[src/rtl/mux_arb_pkg.sv]
// Shared definitions for the mux_arb channel selector: arbitration mode
// encodings and the output-register state type.
package mux_arb_pkg;

    localparam logic MODE_FIXED = 1'b0;
    localparam logic MODE_RR    = 1'b1;

    typedef enum logic {
        ST_EMPTY = 1'b0,
        ST_FULL  = 1'b1
    } out_state_e;

endpackage

[src/rtl/mux_arb_rr_pick.sv]
// Combinational round-robin / fixed-priority picker: finds the first requester
// at or above the start index by priority-encoding a doubled, masked request vector.
module mux_arb_rr_pick
    import mux_arb_pkg::*;
#(
    parameter int unsigned NCH  = 4,
    parameter int unsigned SELW = $clog2(NCH)
) (
    input  logic [NCH-1:0]  req,
    input  logic [SELW-1:0] ptr,
    input  logic            rr_en,
    output logic [NCH-1:0]  gnt_onehot,
    output logic [SELW-1:0] gnt_idx,
    output logic            any
);

    logic [SELW-1:0]  w_start;
    logic [2*NCH-1:0] w_dbl;
    logic [2*NCH-1:0] w_masked;
    logic             w_hit;

    // Fixed priority is simply a search that always starts at channel 0.
    assign w_start = (rr_en == MODE_FIXED) ? '0 : ptr;
    assign w_dbl   = {req, req};
    assign any     = |req;

    always_comb begin
        w_masked = '0;
        for (int j = 0; j < int'(2 * NCH); j++) begin
            w_masked[j] = w_dbl[j] && (j >= int'(w_start));
        end
    end

    // The upper copy supplies the wrapped-around candidates below the start index.
    always_comb begin
        w_hit      = 1'b0;
        gnt_idx    = '0;
        gnt_onehot = '0;
        for (int j = 0; j < int'(2 * NCH); j++) begin
            if (!w_hit && w_masked[j]) begin
                w_hit   = 1'b1;
                gnt_idx = (j >= int'(NCH)) ? SELW'(j - int'(NCH)) : SELW'(j);
            end
        end
        if (w_hit) begin
            gnt_onehot[gnt_idx] = 1'b1;
        end
    end

endmodule

[src/rtl/mux_arb.sv]
// N-channel valid/ready selector with a registered output beat and a run-time
// choice of fixed-priority or round-robin arbitration.
module mux_arb
    import mux_arb_pkg::*;
#(
    parameter int unsigned WIDTH = 4,
    parameter int unsigned NCH   = 4,
    parameter int unsigned SELW  = $clog2(NCH)
) (
    input  logic                 clk,
    input  logic                 rst,
    input  logic [NCH*WIDTH-1:0] in_data,
    input  logic [NCH-1:0]       in_valid,
    output logic [NCH-1:0]       in_ready,
    input  logic                 rr_en,
    output logic [WIDTH-1:0]     out_data,
    output logic [SELW-1:0]      out_sel,
    output logic                 out_valid,
    input  logic                 out_ready
);

    out_state_e      r_state;
    out_state_e      w_state_nxt;
    logic            r_run;
    logic [SELW-1:0] r_ptr;
    logic [WIDTH-1:0] r_data;
    logic [SELW-1:0] r_sel;

    logic            w_load;
    logic            w_xfer;
    logic [NCH-1:0]  w_gnt_onehot;
    logic [SELW-1:0] w_gnt_idx;
    logic            w_any;
    logic [WIDTH-1:0] w_sel_data;
    logic [SELW-1:0] w_ptr_nxt;

    mux_arb_rr_pick #(
        .NCH  (NCH),
        .SELW (SELW)
    ) u_pick (
        .req        (in_valid),
        .ptr        (r_ptr),
        .rr_en      (rr_en),
        .gnt_onehot (w_gnt_onehot),
        .gnt_idx    (w_gnt_idx),
        .any        (w_any)
    );

    // Output register occupancy
    always_ff @(posedge clk or posedge rst) begin
        if (rst) begin
            r_state <= ST_EMPTY;
        end else begin
            r_state <= w_state_nxt;
        end
    end

    always_comb begin
        w_state_nxt = r_state;
        if (w_load) begin
            w_state_nxt = w_xfer ? ST_FULL : ST_EMPTY;
        end
    end

    // r_run keeps in_ready low until the first edge after reset is released.
    always_comb begin
        w_load   = (r_state == ST_EMPTY) || out_ready;
        w_xfer   = r_run && w_load && w_any;
        in_ready = w_xfer ? w_gnt_onehot : '0;
    end

    always_comb begin
        w_sel_data = '0;
        for (int i = 0; i < int'(NCH); i++) begin
            if (w_gnt_onehot[i]) begin
                w_sel_data = w_sel_data | in_data[i*WIDTH +: WIDTH];
            end
        end
    end

    assign w_ptr_nxt = (w_gnt_idx == SELW'(NCH - 1)) ? '0 : w_gnt_idx + SELW'(1);

    always_ff @(posedge clk or posedge rst) begin
        if (rst) begin
            r_run  <= 1'b0;
            r_ptr  <= '0;
            r_data <= '0;
            r_sel  <= '0;
        end else begin
            r_run <= 1'b1;
            if (w_xfer) begin
                r_data <= w_sel_data;
                r_sel  <= w_gnt_idx;
                r_ptr  <= w_ptr_nxt;
            end
        end
    end

    assign out_valid = (r_state == ST_FULL);
    assign out_data  = r_data;
    assign out_sel   = r_sel;

endmodule
[config.mk]
export PLATFORM = sky130hd
export DESIGN_NAME = mux_arb
export DESIGN_NICKNAME = d
export VERILOG_FILES = /design/src/rtl/mux_arb_pkg.sv /design/src/rtl/mux_arb_rr_pick.sv /design/src/rtl/mux_arb.sv
export SDC_FILE = /design/constraint.sdc
export NUM_CORES = 1
export LEC_CHECK = 0
export ABC_AREA = 1
export CAP_MARGIN = 20
export CORE_MARGIN = 8
export CORE_UTILIZATION = 42
export DETAILED_ROUTE_END_ITERATION = 8
export HOLD_SLACK_MARGIN = 0.05
export PLACE_DENSITY = 0.82
export SLEW_MARGIN = 25
export SYNTH_ARGS = -nofsm -noshare
export SYNTH_HDL_FRONTEND = slang
export SYNTH_SLANG_ARGS = --single-unit
export TNS_END_PERCENT = 10
[constraint.sdc]
create_clock -name clk -period 3.55 [get_ports clk]
set_input_delay 0.71 -clock clk [delete_from_list [all_inputs] [get_ports clk]]
set_output_delay 0.71 -clock clk [all_outputs]
set_load 0.1 [all_outputs]
Word level (Yosys, flattened, before mapping)
Index checks and enable logic that the tools add are counted.
Storage, ports and cells
  bits in registers: 10
  latch bits: 0
  memory bits (writable): 0
  memory bits (read-only): 0
  input bits: 24
  output and inout bits: 11
  logic and storage cells: 64
  memories kept: 0
Cells by class
  add/sub/neg operators: 1
  $mul: 0
  div/mod/pow operators: 0
  $lt $le $gt $ge: 5
  equal/unequal tests: 1
  shifts and indexed selects: 0
  mux-type cells: 26
  bitwise operators: 4
  reduce and logical (&&, ||, !) cells: 22
Operator list (number)
  $mux W4: 6
  $mux W2: 8
  $logic_and A1 B1 Y1: 13
  $or A4 B4 Y4: 3
  $mux W1: 11
  $logic_not A1 Y1: 7
  $ge A1 B2 Y1 const A: 2
  $reduce_or A4 Y1: 1
  $lt A2 B3 Y1 const B: 1
  $add A2 B1 Y2 const B: 1
  $demux W1 S2: 1
  $eq A2 B2 Y1 const B: 1
  $ge A2 B1 Y1 const B: 1
  $ge A2 B2 Y1 const A: 1
  $logic_or A1 B1 Y1: 1
  $not A1 Y1: 1

Longest topological paths before layout
Gate-level depths: netlist of the first run.
  word-level depth: 37
  mapped depth: 12
  gate-level depth less buffers: 12

Modules after synthesis
A second synthesis of the first run with hierarchy kept.
Unflattened totals
  cell total of the unflattened synthesis: 106
  area, all modules: 689.4 µm²
Modules (own cells, without submodules)
  mux_arb: times used 1, cells each 77, area each 548.0 µm², sequential area each 250.2 µm²
  mux_arb_rr_pick: times used 1, cells each 29, area each 141.4 µm², sequential area each 0.0 µm²

Worst setup path before layout of the first run
Ideal clock, no wire load.
  path kind: in2out
  start: input port rr_en
  end: output port in_ready[0]
  data arrival time: 2.734 ns
  data required time: 2.840 ns
  slack: 0.106 ns
  cell stages on the path: 10
  buffers on the path: 0
  cells stage by stage: nand2_1 nand3_1 nand2_1 inv_1 nand3_1 nand2_1 inv_1 ha_1 nand2_1 nor2_1
On the way
  cells in the longest elaborated chain, start to end: 31
  elaborated cells between the ends (all ways): 43
  those cells by class: order compare (5); mux (20); reduce/logical (18)
RTL lines
  start, declared: RTL line mux_arb.sv:15  | input logic rr_en,
  $mux W2 *: RTL line mux_arb_rr_pick.sv:23  | assign w_start = (rr_en == MODE_FIXED) ? '0 : ptr;
  $ge A1 B2 Y1: RTL line mux_arb_rr_pick.sv:30  | w_masked[j] = w_dbl[j] && (j >= int'(w_start));
  $logic_and A1 B1 Y1: RTL line mux_arb_rr_pick.sv:30
  $mux W1: RTL line mux_arb_rr_pick.sv:40  | if (!w_hit && w_masked[j]) begin
  $logic_not A1 Y1: RTL line mux_arb_rr_pick.sv:40
  $logic_and A1 B1 Y1: RTL line mux_arb_rr_pick.sv:40
  $mux W1: RTL line mux_arb_rr_pick.sv:40
  $logic_not A1 Y1: RTL line mux_arb_rr_pick.sv:40
  (+16 left out)
  $mux W2 *: RTL line mux_arb_rr_pick.sv:40
  named net u_pick.gnt_idx[0]: RTL line mux_arb_rr_pick.sv:13  | output logic [SELW-1:0] gnt_idx,
  $lt A2 B3 Y1 (implied by the code) or $ge A2 B1 Y1 (tied branches): RTL line mux_arb_rr_pick.sv:46  | gnt_onehot[gnt_idx] = 1'b1;
  $logic_and A1 B1 Y1 (implied by the code): RTL line mux_arb_rr_pick.sv:46
  $mux W1 (implied by the code): RTL line mux_arb_rr_pick.sv:46
  $demux W1 S2 *
  $mux W4 *: RTL line mux_arb_rr_pick.sv:45  | if (w_hit) begin
  $mux W4 *: RTL line mux_arb.sv:69  | in_ready = w_xfer ? w_gnt_onehot : '0;
  end, declared: RTL line mux_arb.sv:14  | output logic [NCH-1:0] in_ready,
The timed path passes the listed nets; every way through them passes the cells marked *.

Worst setup path in the final report of the first run
  start: input port rr_en
  end: output port in_ready[3]
The elaborated chain is that of the path after synthesis.

==> results.toml, run 1 <==
[run_status]
outcome = "finished, final reports clean"

[sta]
holdWs_ns = 0.4996
min_period_ns = 3.347
hold_violations = 0
setup_viol = 0
rsz0062_at_grt = "false"
slew_violations = 0
max_slew_margin_pct = 34.46
tightest_slew_ns = 0.9800
setup_tns_ns = 0
clock_skew_ns = 0.004145
fmax_mhz = 298.8
timing.final.crit_share_pct = 94.27

[setup_path]
slowest_stage = "clkdlybuf4s50_1"
cp.required_ns = 2.84
critPathLaunchType = "primary input"
reg2regPathDepth = 10
cp_max_fo = 5
endpoint_kind = "output port"
crit_type = "primary input to output port"
reg2reg_slack_ns = 1.71
cp_cell_sequence = "clkdlybuf4s50_1 > nand3_1 > a21oi_1 > nand3_1 > nand2_1 > ha_1 > nand2_1 > nor2_1 > buf_12"
cpPeakStageDelay_ns = 0.51
cp.arrival_ns = 2.64
r2r-end = "out_data[2]$_DFFE_PP0P_"
timing.rr.start = "r_ptr[1]$_DFFE_PP0P_"

[power]
p_sw_mw = 0.2996
cellInternalPower_mw = 0.3028
pwr-share-seq_pct = 25.2
combinationalPowerShare_pct = 57.2
swShare_pct = 49.74
power_leakage_nw = 0.5327
peakVddDrop_mv = 0.3470
cellPowerDensity_nw_per_um2 = 539.1
power_frac_clock_pct = 17.6

[logic_synthesis]
synth-xor-area-share_pct = 0
ys_warn_count = 0
synthAdderAreaFrac_pct = 7.207
synth_seq_area_share_pct = 36.04
synth.avg_cell_area_um2 = 6.677
synth_top_family_by_area = "simple AND/OR/NAND/NOR gates"
synth_compound_area_share_pct = 2.162
synth_area_um2 = 694.4
synth_simple_gate_area_share_pct = 47.21
synth_cell_type_count = 15
ys_seq_elements = 10
synthMuxAreaShare_pct = 0
syn_nets = 132
netlist_instances = 104

[clock_tree]
cts_setup_buffers = 0
clockRootBuffer = "clkbuf_4"
cts_max_path_buffers = 2
cts_tree = "done"
clock_latency_ns = 0.27
clkSlewWorstSetupHoldPaths_ns = 0.08
ctsResizeCount = 0
numCtsBuffers = 3
cts.htree.levels = 1
cts_num_sinks = 10
hold_buffers = 0

[detailed_routing]
routedWlPerCell_um = 13.90
dr.pass1.iters = 4
routed_wl_mm = 2.168
drt_iter0_drc = 23
ant_nets = 0
drc = 0
vias_per_cell = 5.250
num_vias = 819

[placed_design]
dp_hpwl_mm = 1.718
gp_congestion = 0.8426
port_buffers = 34

[floorplanning]
chipHeight_um = 56.66
rows = 14
core_area_um2 = 1524
io_pins = 35
start_util_pct = 45.57
dieArea_um2 = 3210
die_x_um = 56.66

[grt]
gr-usage-all-layers_pct = 12.86
grt_pass1_vias = 761
antenna_found_initial = 0
grt_pass1_wl_mm = 3.443
grt_max_degree = 21
overflow = 0

[min_path]
hold_path.class = "flip-flop to flip-flop"
min_from = "out_sel[1]$_DFFE_PP0P_"
whs_endpoint = "out_sel[1]$_DFFE_PP0P_"
hold_depth = 2

[finish]
fillCellCount = 107
nNetsFinal = 169
final_core_util_pct = 73.32
antenna_cells = 0
area_delta_synth_final_pct = 60.90
layout-drive-gt1-share_pct = 9.286

[job]
max-cap-violations = 0
-- area by class of cell --
cell class | count | area [um^2] | share of cell area [%]
inverters | 7 | 26.28 | 2.352
well taps | 16 | 20.02 | 1.792
clock buffers | 4 | 36.28 | 3.247
multi-input cells | 84 | 396.6 | 35.50
repair buffers | 35 | 387.9 | 34.71
flip-flops and latches | 10 | 250.2 | 22.40
-- cells in the mapped netlist --
cell type	n	area share (%)
dfrtp_1	10	36
nor2_1	20	11
inv_2	1	0.54
nor2_4	1	1.6
a21oi_1	1	0.72
inv_1	6	3.2
buf_2	2	1.4
conb_1	1	0.54
o21ai_0	1	0.72
ha_1	4	7.2
buf_6	1	1.6
nand3_1	24	17
nand2_1	29	16
o21ai_1	1	0.72
nand2_2	2	1.8
-- kinds of logic after synthesis --
kind of cell    Yosys count
compound gates            3
fa+ha+maj                 4
buf+inv                  10
flops                    10
other cells               1
simple gates             76
-- worst max-delay path: cells and delay by family --
kind,cells,cell delay (ns)
fa+ha+maj,1,0.32
compound gates,1,0.18
simple gates,5,0.71
buf+inv,2,0.71
-- routing by layer --
| layer | track usage [%] | vias to the layer above | part of all wire [%] |
|---|---|---|---|
| li1 | - | 406 | - |
| met1 | 14.53 | 382 | 42 |
| met2 | 21.47 | 31 | 49 |
| met3 | 5.618 | 0 | 9.1 |
| met4 | 3.093 | 0 | 0 |
| met5 | 0 | - | 0 |
-- power by group through the flow --
stage               logic (mW)  clock network (mW)  registers [mW]
finish                   0.344               0.106           0.152
CTS                      0.345               0.109           0.152
global placement         0.338                   0           0.153
floorplan                0.113                   0           0.282
detailed placement       0.343                   0           0.154
global route             0.361               0.114           0.155
-- per-stage QoR --
step | setup slack [ns] | power (mW) | area (um^2) | std cells
floorplan | 0.1058 | 0.3948 | 694.4 | 104
global placement | 0.3503 | 0.4908 | 1081 | 152
detailed placement | 0.2615 | 0.4977 | 1081 | 152
CTS | 0.2454 | 0.6063 | 1117 | 156
global route | 0.04714 | 0.6298 | 1117 | 156
finish | 0.2034 | 0.6023 | 1117 | 156
-- state kept, by name, indices dropped and copies added (netlist names) --
signal	flops
out_sel	2
out_data	4
r_run	1
r_ptr	2
out_valid	1
-- placed cells by master (no fill, tap or decap) --
cell type         n
clkdlybuf4s50_1  30
a21oi_1           1
nand2_2           2
nand3_1          24
buf_12            4
nand2_1          29
o21ai_0           1
nor2_4            1
buf_4             1
nor2_1           20
clkbuf_8          1
ha_1              4
dfrtp_1          10
o21ai_1           1
clkbuf_4          3
inv_1             6
inv_2             1
conb_1            1
-- worst max-delay path by stage --
| stage | start | end | slack (ns) | depth (start not counted) |
|---|---|---|---|---|
| 3_5_place_dp | rr_en | in_ready[3] | 0.26 | 9 |
| 2_1_floorplan | rr_en | in_ready[0] | 0.11 | 10 |
| 4_1_cts | rr_en | in_ready[1] | 0.25 | 9 |
| 3_3_place_gp | rr_en | in_ready[1] | 0.35 | 9 |
| 5_1_grt | rr_en | in_ready[3] | 0.05 | 9 |
| 6_report | rr_en | in_ready[3] | 0.20 | 9 |
(Power assumes the default switching activity.)
==> run 2: changes to the inputs <==
CORE_UTILIZATION = 41   (was 42)
GPL_ROUTABILITY_DRIVEN = 0   (was unset)
PLACE_DENSITY = 0.8   (was 0.82)
==> results.toml, run 2 (synthesis gave the netlist of run 1 again) <==
[power]
power_frac_clock_pct = 13.4
combinationalPowerShare_pct = 59.8
cellInternalPower_mw = 0.2798
swShare_pct = 50.81
p_sw_mw = 0.2891
power_leakage_nw = 0.5263
pwr-share-seq_pct = 26.8
peakVddDrop_mv = 0.2676
cellPowerDensity_nw_per_um2 = 514.9

[setup_path]
cp_max_fo = 5
endpoint_kind = "output port"
critPathLaunchType = "primary input"
cp.arrival_ns = 2.55
reg2reg_slack_ns = 1.78
crit_type = "primary input to output port"
worstSetupStartpoint = "rr_en"
cp.required_ns = 2.84
r2r-end = "out_data[1]$_DFFE_PP0P_"
timing.rr.start = "r_ptr[1]$_DFFE_PP0P_"
reg2regPathDepth = 10

[sta]
slew_violations = 0
clock_skew_ns = 0.006043
tightest_slew_ns = 0.9677
fmax_mhz = 306.3
max_slew_margin_pct = 35.28
setup_tns_ns = 0
timing.final.crit_share_pct = 91.96
rsz0062_at_grt = "false"
setup_viol = 0
min_period_ns = 3.265
hold_violations = 0
layout_setup_ws_ns = 0.2854

[clock_tree]
clock_latency_ns = 0.26
clockRootBuffer = "clkbuf_4"
cts.htree.levels = 1
clkSlewWorstSetupHoldPaths_ns = 0.06
hold_buffers = 0
cts_tree = "done"
numCtsBuffers = 3
cts_setup_buffers = 0
cts_max_path_buffers = 2
ctsResizeCount = 0
cts_num_sinks = 10

[detailed_routing]
ant_nets = 0
dr.pass1.iters = 4
routed_wl_mm = 1.874
drt_iter0_drc = 22
routedWlPerCell_um = 12.01
drc = 0
vias_per_cell = 4.923
num_vias = 768

[finish]
layout-drive-gt1-share_pct = 8.633
nNetsFinal = 169
multiInputGateArea_um2 = 396.6
area_delta_synth_final_pct = 59.10
final_common_cell = "clkdlybuf4s50_1"
largest_reg_flops = 4
antenna_cells = 0
layout_common_cells = "clkdlybuf4s50_1, nand2_1, nand3_1, nor2_1, dfrtp_1"
fillCellCount = 147
seq_area_um2 = 250.2

[floorplanning]
chipHeight_um = 57.16
io_pins = 35
core_area_um2 = 1652
rows = 15
dieArea_um2 = 3267
die_x_um = 57.16
start_util_pct = 42.05

[min_path]
min_from = "out_sel[1]$_DFFE_PP0P_"
whs_endpoint = "out_sel[1]$_DFFE_PP0P_"
hold_path.class = "flip-flop to flip-flop"
hold_depth = 2

[placed_design]
place_ws_ns = 0.2872
dp_hpwl_mm = 1.581
port_buffers = 34

[run_status]
outcome = "finished, final reports clean"

[job]
max-cap-violations = 0

[grt]
gr-usage-all-layers_pct = 11.88
grt_max_degree = 22
grt_pass1_wl_mm = 3.174
overflow = 0
antenna_found_initial = 0
grt_pass1_vias = 744
## run 2: changes by cell type in the layout (fill, tap and decap cells not counted)
cell,delta
clkbuf_8,-1
## run 2: worst max-delay path: stages
cell and delay (ns):
clkdlybuf4s50_1 0.50, nand3_1 0.12, a21oi_1 0.19, nand3_1 0.12
nand2_1 0.14, ha_1 0.26, nand2_1 0.08, nor2_1 0.22
buf_12 0.21
## run 2: worst max path at each step
stage                             end  slack (ns)  cells past startpoint
after detailed placement  in_ready[3]        0.29                      9
after floorplan           in_ready[0]        0.11                     10
after CTS                 in_ready[3]        0.29                      9
after global placement    in_ready[1]        0.32                      9
final                     in_ready[3]        0.29                      9
after global routing      in_ready[1]         0.1                      9
## run 2: per-layer routing
metal  vias to the layer above  global-route usage, %  wire [um]
met5                         -                      0          0
met4                         0                  6.040         37
met3                         4                  2.661        101
met2                        23                  20.31        964
met1                       338                  13.36        770
li1                        403                      -          -
## run 2: layout make-up
| class | count | share of cell area [%] |
|---|---|---|
| inverters | 7 | 2.378 |
| multi-input cells | 84 | 35.90 |
| clock buffers | 3 | 2.039 |
| well taps | 17 | 1.925 |
| flip-flops and latches | 10 | 22.65 |
| repair buffers | 35 | 35.11 |
## run 2: power by group through the flow
stage / combinational (mW) / sequential (mW) / clock, mW
after global placement: 0.338 / 0.154 / 0
after detailed placement: 0.342 / 0.155 / 0
after CTS: 0.342 / 0.154 / 0.0779
after floorplan: 0.113 / 0.282 / 0
after global routing: 0.363 / 0.157 / 0.0858
final: 0.340 / 0.152 / 0.0762
## run 2: through the flow
step                hold WS, ns  instances  util (%)  area [um^2]  total power [mW]
floorplan                0.4641        104         -        694.4            0.3948
global placement         0.4728        153     65.53         1082            0.4921
detailed placement       0.4891        153     65.53         1082            0.4970
CTS                      0.5142        156     66.89         1105            0.5734
global route             0.5365        156     66.89         1105            0.6056
finish                   0.5033        156     66.89         1105            0.5689
==> run 3: changes to the inputs <==
CAP_MARGIN = unset   (was 20)
==> results of run 3 <==
Final layout, timing and power as in run 2 (identical DEF).
==> patch 1: new RTL, config.mk and constraints of run 1 <==
Set the parameter `WIDTH` to 6 (it was 4).
--- a/src/rtl/mux_arb.sv
+++ b/src/rtl/mux_arb.sv
@@ -3,7 +3,7 @@
 module mux_arb
     import mux_arb_pkg::*;
 #(
-    parameter int unsigned WIDTH = 4,
+    parameter int unsigned WIDTH = 6,
     parameter int unsigned NCH   = 4,
     parameter int unsigned SELW  = $clog2(NCH)
 ) (
Interface: changed (resized in_data and out_data); port bits go from 35 to 45. The function was not compared with the original's and may differ.
==> patch 1 against run 1 <==
First-iteration DRC count grew 48%; cell count increased by 24%; wire length rose by 22%; power up 27%; synthesized area rose by 19%; cell area grew 22%; sequential cell count grew 2; die area up 14%; largest power group unchanged; setup slack worse by 0.022 ns.
==> patch 1: results <==
[outcome]
status = completed

[final_layout]
buffer_area_share_pct = 36.9
clkCellAreaFrac_pct = 2.66
fin_nets = 204
multiInputGateArea_um2 = 457
nFillCells = 161
n_all_buffers = 47
seq-cell-share_pct = 22.0
drive_gt1_share_pct = 8.98

[placed_design]
gp_congestion = 0.844
portBuffers = 44

[global_routing]
grt_first_pass_wirelength_um = 4240
grt_pass1_vias = 970
grt_max_degree = 29

[synthesis]
yosys.cell_types.count = 14
synth_area_leaders = dfrtp_1 36%, nand2_1 20%, nand3_1 18%
yosysSeqAreaShare_pct = 36.2
syn_nets = 156

[pwr]
seq_cell_power_w = 0.000188
switchingPower_w = 0.000395
vdd_drop_max_uv = 486
p_leak_nw = 0.653
p_clk_w = 0.000102

[critical_path]
arrival_ns = 2.66
r2r_slack_ns = 1.67
critPathTopFamily = simple AND/OR/NAND/NOR gates

[sta]
worstMarginPinSlew_ns = 0.995

[route]
drt_iter0_drc = 34
num_vias = 961
-- patch 1: changes by cell type in the layout (fill, tap and decap cells not counted), moves of 2 or more --
cell,delta
inv_1,+2
dfrtp_1,+2
buf_4,+2
nor2_1,-14
nand2_1,+16
clkdlybuf4s50_1,+10
nand3_1,+6
nand4_1,+6
nand2_2,-2
-- patch 1: timing repair --
action | CTS | global route
setup endpoints to repair | 0 | 1
resized for setup | 0 | 1
buffers inserted | 0 | 0
-- patch 1: path summary, 6_finish.rpt --
path	cells after the start	from	endpoint
hold / removal	2	out_data[2]	out_data[2]
setup reg to reg	12	r_ptr[1]	out_data[4]
max in group asynchronous	2	rst	out_data[4]
hold reg to reg	2	out_data[2]	out_data[2]
setup / recovery	11	rr_en	in_ready[1]
min in group asynchronous	2	rst	out_data[1]
-- patch 1: per-stage QoR --
| step | cells | worst slack, ns | utilization, % | instance area, um^2 | hold WS (ns) |
|---|---|---|---|---|---|
| final | 194 | 0.181 | 71.0 | 1360 | 0.482 |
| after global routing | 194 | 0.0420 | 71.0 | 1360 | 0.513 |
| after CTS | 194 | 0.127 | 70.8 | 1360 | 0.489 |
| after detailed placement | 190 | 0.136 | 68.9 | 1330 | 0.469 |
| after global placement | 190 | 0.254 | 68.9 | 1330 | 0.464 |
| after floorplan | 120 | 0.0291 | - | 830 | 0.470 |
-- patch 1: kinds of logic after synthesis --
kind of cell	Yosys count	share of synthesized area (%)
buffers and inverters	13	9.05
other	1	0.452
and+or+nand+nor	89	47.7
AOI/OAI and AO/OA	1	0.603
DFF	12	36.2
adders and majority gates	4	6.03
-- patch 1: routing by layer --
metal  share of wire [%]  vias to the layer above  global-route usage, %
li1                    -                      487                      -
met3                  13                        2                   4.45
met4                0.15                        0                   3.32
met1                  42                      435                   17.9
met2                  45                       37                   24.7
met5                   0                        -                      0
==> patch 2: new RTL, config.mk and constraints of run 1 <==
Made on the original files. Reset style: synchronous (`rst`), changed in 2 clocked blocks.
--- a/src/rtl/mux_arb.sv
+++ b/src/rtl/mux_arb.sv
@@ -47,7 +47,7 @@
     );
 
     // Output register occupancy
-    always_ff @(posedge clk or posedge rst) begin
+    always_ff @(posedge clk) begin
         if (rst) begin
             r_state <= ST_EMPTY;
         end else begin
@@ -80,7 +80,7 @@
 
     assign w_ptr_nxt = (w_gnt_idx == SELW'(NCH - 1)) ? '0 : w_gnt_idx + SELW'(1);
 
-    always_ff @(posedge clk or posedge rst) begin
+    always_ff @(posedge clk) begin
         if (rst) begin
             r_run  <= 1'b0;
             r_ptr  <= '0;
Function: differs if rst is asserted again (counterexample within 4 cycles, from zero or initial values and one cycle with rst high); with rst held inactive, the same outputs for 10 cycles.
==> patch 2 against run 1 <==
Wire length shrank 5.5%; non-clock buffer count is the same; setup slack gained 0.037 ns; sequential cell count is the same; cell area shrank 2.9%; clock power shrank 28%; synthesized area shrank 2.7%; largest power group unchanged; die area shrank 1.9%; power shrank 33%; critical path depth grew 2.
==> patch 2: results <==
[synthesis]
synthTopCellsByCount = 21 x nor2_1, 19 x nand3_1, 16 x nand2_1
synth_area_leaders = dfxtp_1 30%, nand3_1 14%, nor2_1 12%
synth-async-reset-ratio_pct = 0
yosysSeqAreaShare_pct = 29.6
syn_nets = 129
yosys.cell_types.count = 19

[placed_design]
post-place-ws_ns = 0.267
dp_cells = 149
gp_congestion = 0.871
dp_hpwl_um = 1650

[final_layout]
fin_nets = 166
nFillCells = 134
drive_gt1_share_pct = 12.5
fin_util_pct = 72.0
largest_reg_flops = 4

[critical_path]
arrival_ns = 2.60
worst_r2r_path_depth = 12
reg2reg_from = r_ptr[1]
reg2reg_to = out_data[3]

[pwr]
p_leak_nw = 0.469
vdd_drop_max_uv = 288

[global_routing]
grt_first_pass_wirelength_um = 3230
grt_usage_pct = 12.3
grt_pass1_vias = 751

[clock_network]
clkTransAtPathRegs_ns = 0.06

[outcome]
status = completed

[sta]
min_period_ns = 3.31
worstMarginPinSlew_ns = 0.974

[route]
vias_per_cell = 5.18
drt_iter0_drc = 16
-- patch 2: cells by family after synthesis --
logic type,Yosys count,share of synthesized area (%)
and+or+nand+nor,65,45.2
DFF,10,29.6
adders and majority gates,4,7.41
AOI/OAI and AO/OA,10,9.63
buffers and inverters,12,8.15
-- patch 2: worst min-delay path by stage --
stage               depth (start not counted)  slack [ns]    endpoint  startpoint
floorplan                                   2        0.50    r_ptr[1]    r_ptr[1]
global placement                            2        0.47  out_sel[0]  out_sel[0]
detailed placement                          2        0.48  out_sel[0]  out_sel[0]
CTS                                         2        0.49  out_sel[0]  out_sel[0]
global route                                2        0.52  out_sel[0]  out_sel[0]
finish                                      2        0.48  out_sel[0]  out_sel[0]
-- patch 2: worst max-delay path, stage by stage --
cell and delay [ns]:
clkdlybuf4s50_1 0.50, nand2_1 0.06, nand2_1 0.11, nand4_2 0.16, nor2_1 0.12, nand2_1 0.07, nand2_1 0.11, ha_1 0.27
nand2_1 0.09, nor2_1 0.19, buf_12 0.20
-- patch 2: through the flow --
stage	power, W	cell area [um^2]
final	0.000401	1080
after global routing	0.000424	1080
after CTS	0.000406	1080
after detailed placement	0.000326	1060
after global placement	0.000324	1060
after floorplan	0.000261	676
-- patch 2: where the power goes --
group          switching, W  internal (W)
combinational      0.000127     0.0000692
clock             0.0000373     0.0000390
sequential       0.00000616      0.000122
total              0.000170      0.000231
-- patch 2: per-layer routing --
layer  track usage (%)  vias up  share of wire, %
met5                 0        -                 0
met4              4.12        0              0.83
met3              5.25        5               5.2
met2              21.6       17                51
met1              12.8      362                43
li1                  -      403                 -
-- patch 2: area by class of cell --
| type | count | area share, % |
|---|---|---|
| Inverter | 9 | 3.11 |
| Multi-Input combinational cell | 79 | 38.8 |
| Clock buffer | 3 | 2.08 |
| Sequential cell | 10 | 18.5 |
| Timing Repair Buffer | 35 | 35.8 |
| Tap cell | 16 | 1.85 |
